===== src/rtl/rtc_bcd_core.sv =====
// rtc_bcd_core: 1 Hz divider, BCD hh:mm:ss timekeeping, 12/24 h display and N alarm channels.
module rtc_bcd_core #(
    parameter int unsigned TICK_DIV   = 50_000_000,
    parameter int unsigned N_ALARM    = 2,
    parameter int unsigned RING_SEC   = 60,
    parameter int unsigned SNOOZE_MIN = 5
) (
    input  logic                   clk,
    input  logic                   rst_n,
    input  logic                   set_load,
    input  logic [7:0]             set_hour,
    input  logic [7:0]             set_min,
    input  logic [7:0]             set_sec,
    input  logic                   mode_12h,
    input  logic [N_ALARM-1:0]     alarm_en,
    input  logic [16*N_ALARM-1:0]  alarm_time,
    input  logic                   snooze,
    input  logic                   stop,
    output logic [7:0]             hour,
    output logic [7:0]             min,
    output logic [7:0]             sec,
    output logic                   pm,
    output logic                   tick_1s,
    output logic [N_ALARM-1:0]     ring,
    output logic                   set_err
);

    localparam int unsigned DIV_W     = (TICK_DIV > 2) ? $clog2(TICK_DIV) : 1;
    localparam int unsigned SNZ_TICKS = SNOOZE_MIN * 60;
    localparam int unsigned CNT_W     = $clog2(SNZ_TICKS + RING_SEC);

    localparam logic [DIV_W-1:0] DIV_LAST  = DIV_W'(TICK_DIV - 1);
    localparam logic [CNT_W-1:0] RING_LAST = CNT_W'(RING_SEC - 1);
    localparam logic [CNT_W-1:0] SNZ_LAST  = CNT_W'(SNZ_TICKS - 1);

    typedef enum logic [1:0] {ST_IDLE, ST_RING, ST_SNOOZE} state_e;

    logic [DIV_W-1:0] div_q;
    logic [7:0]       hour_q, min_q, sec_q;
    logic             tick_q, err_q;
    logic [7:0]       hour_d, min_d, sec_d;
    logic             wrap, load_ok;
    logic [N_ALARM-1:0] match;
    logic [N_ALARM-1:0] ring_q;
    state_e           state_q [N_ALARM];
    logic [CNT_W-1:0] cnt_q   [N_ALARM];
    logic [4:0]       h_bin, h_sub;
    logic [7:0]       hour_pm, hour_disp;

    // BCD increment that wraps to 00 after the given last value
    function automatic logic [7:0] bcd_inc(input logic [7:0] v, input logic [7:0] last);
        if (v == last)
            return 8'h00;
        else if (v[3:0] == 4'd9)
            return {v[7:4] + 4'd1, 4'd0};
        else
            return {v[7:4], v[3:0] + 4'd1};
    endfunction

    // One-second carry chain and load validation
    always_comb begin
        wrap    = (div_q == DIV_LAST);
        sec_d   = bcd_inc(sec_q, 8'h59);
        min_d   = (sec_q == 8'h59) ? bcd_inc(min_q, 8'h59) : min_q;
        hour_d  = (sec_q == 8'h59 && min_q == 8'h59) ? bcd_inc(hour_q, 8'h23) : hour_q;
        load_ok = (set_hour[3:0] <= 4'd9) && (set_hour[7:4] <= 4'd9) &&
                  (set_min[3:0]  <= 4'd9) && (set_min[7:4]  <= 4'd9) &&
                  (set_sec[3:0]  <= 4'd9) && (set_sec[7:4]  <= 4'd9) &&
                  (set_hour <= 8'h23) && (set_min <= 8'h59) && (set_sec <= 8'h59);
    end

    // Divider, time registers, tick and load-error pulses; an accepted load beats the wrap
    always_ff @(posedge clk or negedge rst_n) begin
        if (!rst_n) begin
            div_q  <= '0;
            hour_q <= 8'h00;
            min_q  <= 8'h00;
            sec_q  <= 8'h00;
            tick_q <= 1'b0;
            err_q  <= 1'b0;
        end else begin
            tick_q <= 1'b0;
            err_q  <= 1'b0;
            if (set_load && load_ok) begin
                div_q  <= '0;
                hour_q <= set_hour;
                min_q  <= set_min;
                sec_q  <= set_sec;
            end else begin
                if (set_load)
                    err_q <= 1'b1;
                if (wrap) begin
                    div_q  <= '0;
                    hour_q <= hour_d;
                    min_q  <= min_d;
                    sec_q  <= sec_d;
                    tick_q <= 1'b1;
                end else begin
                    div_q <= div_q + DIV_W'(1);
                end
            end
        end
    end

    // Alarm match against hh:mm:00 of each channel
    always_comb begin
        for (int i = 0; i < int'(N_ALARM); i++) begin
            match[i] = (alarm_time[16*i+8 +: 8] == hour_q) &&
                       (alarm_time[16*i   +: 8] == min_q) &&
                       (sec_q == 8'h00);
        end
    end

    // Per-channel IDLE/RING/SNOOZE machine; disable and stop dominate everything
    always_ff @(posedge clk or negedge rst_n) begin
        if (!rst_n) begin
            ring_q <= '0;
            for (int i = 0; i < int'(N_ALARM); i++) begin
                state_q[i] <= ST_IDLE;
                cnt_q[i]   <= '0;
            end
        end else begin
            for (int i = 0; i < int'(N_ALARM); i++) begin
                if (!alarm_en[i] || stop) begin
                    state_q[i] <= ST_IDLE;
                    cnt_q[i]   <= '0;
                    ring_q[i]  <= 1'b0;
                end else begin
                    case (state_q[i])
                        ST_IDLE: begin
                            if (tick_q && match[i]) begin
                                state_q[i] <= ST_RING;
                                cnt_q[i]   <= '0;
                                ring_q[i]  <= 1'b1;
                            end
                        end
                        ST_RING: begin
                            if (snooze) begin
                                state_q[i] <= ST_SNOOZE;
                                cnt_q[i]   <= '0;
                                ring_q[i]  <= 1'b0;
                            end else if (tick_q) begin
                                if (cnt_q[i] == RING_LAST) begin
                                    state_q[i] <= ST_IDLE;
                                    cnt_q[i]   <= '0;
                                    ring_q[i]  <= 1'b0;
                                end else begin
                                    cnt_q[i] <= cnt_q[i] + CNT_W'(1);
                                end
                            end
                        end
                        ST_SNOOZE: begin
                            if (tick_q) begin
                                if (cnt_q[i] == SNZ_LAST) begin
                                    state_q[i] <= ST_RING;
                                    cnt_q[i]   <= '0;
                                    ring_q[i]  <= 1'b1;
                                end else begin
                                    cnt_q[i] <= cnt_q[i] + CNT_W'(1);
                                end
                            end
                        end
                        default: begin
                            state_q[i] <= ST_IDLE;
                            cnt_q[i]   <= '0;
                            ring_q[i]  <= 1'b0;
                        end
                    endcase
                end
            end
        end
    end

    // 12-hour view of the internal 24-hour BCD hour
    always_comb begin
        h_bin = 5'(hour_q[7:4]) * 5'd10 + 5'(hour_q[3:0]);
        h_sub = h_bin - 5'd12;
        if (h_sub >= 5'd10)
            hour_pm = {4'd1, 4'(h_sub - 5'd10)};
        else
            hour_pm = {4'd0, h_sub[3:0]};
        if (!mode_12h)
            hour_disp = hour_q;
        else if (hour_q == 8'h00)
            hour_disp = 8'h12;
        else if (hour_q <= 8'h12)
            hour_disp = hour_q;
        else
            hour_disp = hour_pm;
    end

    assign hour    = hour_disp;
    assign min     = min_q;
    assign sec     = sec_q;
    assign pm      = (hour_q >= 8'h12);
    assign tick_1s = tick_q;
    assign ring    = ring_q;
    assign set_err = err_q;

endmodule


===== config.mk =====
export PLATFORM = sky130hd
export DESIGN_NAME = rtc_bcd_core
export DESIGN_NICKNAME = d
export VERILOG_FILES = /design/src/rtl/rtc_bcd_core.sv
export SDC_FILE = /design/constraint.sdc
export NUM_CORES = 1
export LEC_CHECK = 0
export ABC_AREA = 1
export ABC_CLOCK_PERIOD_IN_PS = 3100
export CAP_MARGIN = 20
export CORE_ASPECT_RATIO = 0.5
export CORE_UTILIZATION = 45
export CTS_CLUSTER_DIAMETER = 50
export DETAILED_ROUTE_END_ITERATION = 10
export GPL_TIMING_DRIVEN = 1
export PLACE_DENSITY = 0.7
export SLEW_MARGIN = 25
export SYNTH_ARGS = -nofsm -noshare
export SYNTH_HDL_FRONTEND = slang
export SYNTH_SLANG_ARGS = --single-unit

===== constraint.sdc =====
create_clock -name clk -period 3.1 [get_ports clk]
set_clock_uncertainty 0.05 [all_clocks]
set_input_delay 0.465 -clock clk [delete_from_list [all_inputs] [get_ports clk]]
set_output_delay 0.465 -clock clk [all_outputs]
set_load 0.05 [all_outputs]

==> summary.txt <==
Timing
  – RSZ-0062 raised after global routing: true
  – Worst setup margin: -38.3 ps
  – Endpoints failing hold: 0
  – Final Critical Period: about 3100 ps
  – Peak Freq: 0.319 GHz
  – Fin. max-slew vios: 0
  – # setup viols final: 3
  – Max_slew headroom: 52.0%
  – Worst slew pin tran: a little over 700 ps
  – Final Cycle Share: 101%

Power and ir drop
  – Cell Int Power: 1900 uW
  – Switching Power: 943 uW
  – PD cells: 380 nW/um2
  – Switch share: about 33%
  – Leak pwr: 0.00360 uW
  – Peak VDD IR: 272 uV
  – Register share of total power: between 40% and 50%
  – Clk pwr share: 35.2%
  – Gate power share: 23.5%

Drt
  – Vias per inst: 5.19
  – Initial DRC count: 423
  – # DRC: 0
  – Vias: a little under 6000
  – Routed WL: 15500 um
  – Routed len/inst: 13.7 um
  – Antenna-violating nets left: 0
  – Router iterations before antenna repair: 5

Clock network
  – Worst-Skew Late Latency: 340 ps
  – Root buffer cell: clkbuf_16
  – CTS buffer count: 9
  – # H-tree levels: 3
  – CTS sink count: 76
  – Post-CTS Hold Buffers: 0
  – Clock-pin transition on the worst setup and hold timing paths: 70 ps
  – Max clock buf depth: 2
  – CTS tree: built

Setup path
  – CP Capture Type: output port
  – FF-to-FF path depth: 13
  – CP Data Arrival Time: ~2600 ps
  – CP required: 2580 ps
  – Setup Crit Path Kind: reg -> out
  – Crit Path Max Fanout: 5
  – Critical path origin: hour_q[4]$_DFFE_PN0P_
  – R2R Path End: cnt_q[1]$_DFFE_PN0P_
  – Worst r2r src: sec[0]$_DFFE_PN0P_
  – Startpoint types: flop
  – Worst R2R Setup Slack: about 860 ps

Floorplanning
  – FP Rows: 29
  – Core area: 12800 um2
  – Ports: 93
  – Chip Width: 164 um
  – Die height: 83.2 um
  – Initial Util: 46.4%
  – Die Area: 13700 um2

Job
  – Max_cap viols: 0

Synth
  – Synth warn: 0
  – Mux contribution to synthesized area: 0%
  – Top post-synthesis cells by count: nand2_1 (240), inv_1 (107), nor2_1 (92), dfrtp_1 (76), nand3_1 (71)
  – Top FF cell, synth: dfrtp_1
  – Number of synthesized flops with an enable pin: 0
  – Synthesized area: 5930 um2
  – Post-Synth Adder-Cell Area: 6.88%
  – Synth Area in XOR/XNOR: 6.65%
  – Synth area leaders: dfrtp_1 (32%), nand2_1 (15%), inv_1 (6.8%)
  – Yosys cell types: 43
  – Sequential share of the synthesized area: around 32%
  – Synth Area in Compound Gates: 8.12%
  – Synth top area share: 32.1%
  – Mean post-synth cell area: ~6.9 um2
  – Post-synthesis async set-or-reset flop share: 100%
  – Syn Inst Count: 861
  – Simple-Gate Fraction of Synth Area: a little under two fifths
  – Cell taking the most area after synthesis: dfrtp_1
  – #FFs+latches synth: 76
  – Most numerous cell in the Yosys netlist: nand2_1
  – Post-synth net total: 957
  – Largest family of logic cells by synthesized area: simple AND/OR/NAND/NOR gates

Finish
  – Utilization after layout: 58.7%
  – Number of fill cells: 1177
  – Area taken by multi-input logic gates: 3610 um2
  – Share of layout cells above drive strength 1: 9.90%
  – P&R area growth vs syn: 26.3%
  – Fin area: 7490 um2
  – Seq. cell area: 1900 um2
  – Final Net Count: around 1100
  – # diodes: 0

Global route
  – Total grt overflow: 0
  – Vias in the first global route: 5534
  – Antenna violations before repair: 0
  – First-pass GRT wire length: 26300 um
  – Largest net degree at the start of global routing: 77
  – GRT Util Overall: between 20% and 30%

Placed design
  – RD Place Congestion: 0.957
  – I/O Buffers: 92
  – Final HPWL DP: 11600 um
  – DP Area: 7050 um2

Status
  – Status: finished with violations
  – Failing checks: setup timing

Min path
  – Worst min path class: in -> async
[cell type report]
cell class	instances	share of cell area [%]
sequential	76	25.4
multi-input combinational	650	48.2
tap	170	2.84
clock inverter	6	0.635
clock buffer	10	3.06
inverter	114	5.73
timing repair buffer	104	14.1
[how the worst max path moves through the flow]
stage / end / slack, ps
after floorplan: hour[1] / 110
after global placement: hour[1] / 250
after detailed placement: hour[1] / 170
after CTS: hour[1] / -30
after global routing: hour[2] / -130
final: hour[2] / -40
[logic make-up (layout without fill, tap and decap cells)]
kind of cell / Yosys count / in the layout
and+or+nand+nor: 489 / 489
buffers and inverters: 135 / 234
AOI/OAI and AO/OA: 84 / 84
DFF: 76 / 76
xor gates and xnor gates: 45 / 45
adders and majority gates: 32 / 32
[critical path, stage by stage (launching register included)]
cell	delay, ps
dfrtp_1	420
ha_4	260
ha_4	260
inv_2	30
fa_2	330
inv_2	90
or2_4	140
nand2_2	50
nand2_2	90
nand2_4	80
nand3_1	80
nand2_1	60
o21ai_2	140
nand2_2	90
buf_12	150
[registers in the layout, summed over array words and instances, names as in the netlist]
signal,count
sec,8
set_err,1
ring,2
min,8
tick_1s,1
hour_q,8
div_q,26
cnt_q,18
state_q,4
[power groups by stage]
| stage | Sequential (uW) | Combinational [uW] | Clock (uW) |
|---|---|---|---|
| 2_1_floorplan | 1200 | 384 | 0 |
| 3_3_place_gp | 1180 | 630 | 0 |
| 3_5_place_dp | 1180 | 645 | 0 |
| 4_1_cts | 1170 | 660 | 1020 |
| 5_1_grt | 1180 | 744 | 1060 |
| 6_report | 1170 | 669 | 1000 |
[metrics by stage]
step / TNS (ps) / power, uW / worst slack (ps) / std cells / hold slack [ps]
after CTS: -30.1 / 2840 / -30.1 / 1128 / 272
after detailed placement: 0 / 1830 / 175 / 1109 / 420
after floorplan: 0 / 1580 / 111 / 861 / 119
after global routing: -405 / 2990 / -134 / 1130 / 164
after global placement: 0 / 1810 / 247 / 1109 / 411
final: -63.5 / 2840 / -38.3 / 1130 / 101
[repair_timing]
action | 4_1_cts | 5_1_grt
resized for setup | 18 | 17
setup endpoints to repair | 5 | 5
pin swaps | 11 | 8
buffers inserted | 3 | 2
[per-layer routing]
layer,vias to the layer above,global-route usage [%],wire length (um)
met1,2723,31.9,7060
met4,0,6.90,357
met5,-,0,0
met2,155,39.5,7470
met3,35,4.35,614
li1,2953,-,-
[placed cells by master (no fill, tap or decap), types with 5 or more instances in the layout]
| master | n |
|---|---|
| o21ai_1 | 14 |
| o21ai_0 | 36 |
| clkbuf_16 | 9 |
| nor4_1 | 5 |
| nand2_1 | 234 |
| nand2_4 | 5 |
| nand4_1 | 34 |
| ha_1 | 27 |
| xnor2_1 | 7 |
| xor2_1 | 38 |
| inv_2 | 9 |
| o211ai_1 | 5 |
| inv_1 | 102 |
| clkdlybuf4s50_1 | 86 |
| nand3_1 | 69 |
| dfrtp_1 | 74 |
| nor3_1 | 13 |
| a21oi_1 | 12 |
| buf_4 | 11 |
| nand2_2 | 11 |
| o21ai_2 | 5 |
| nor2_1 | 92 |
No activity file was read; power rests on OpenSTA's default activity.
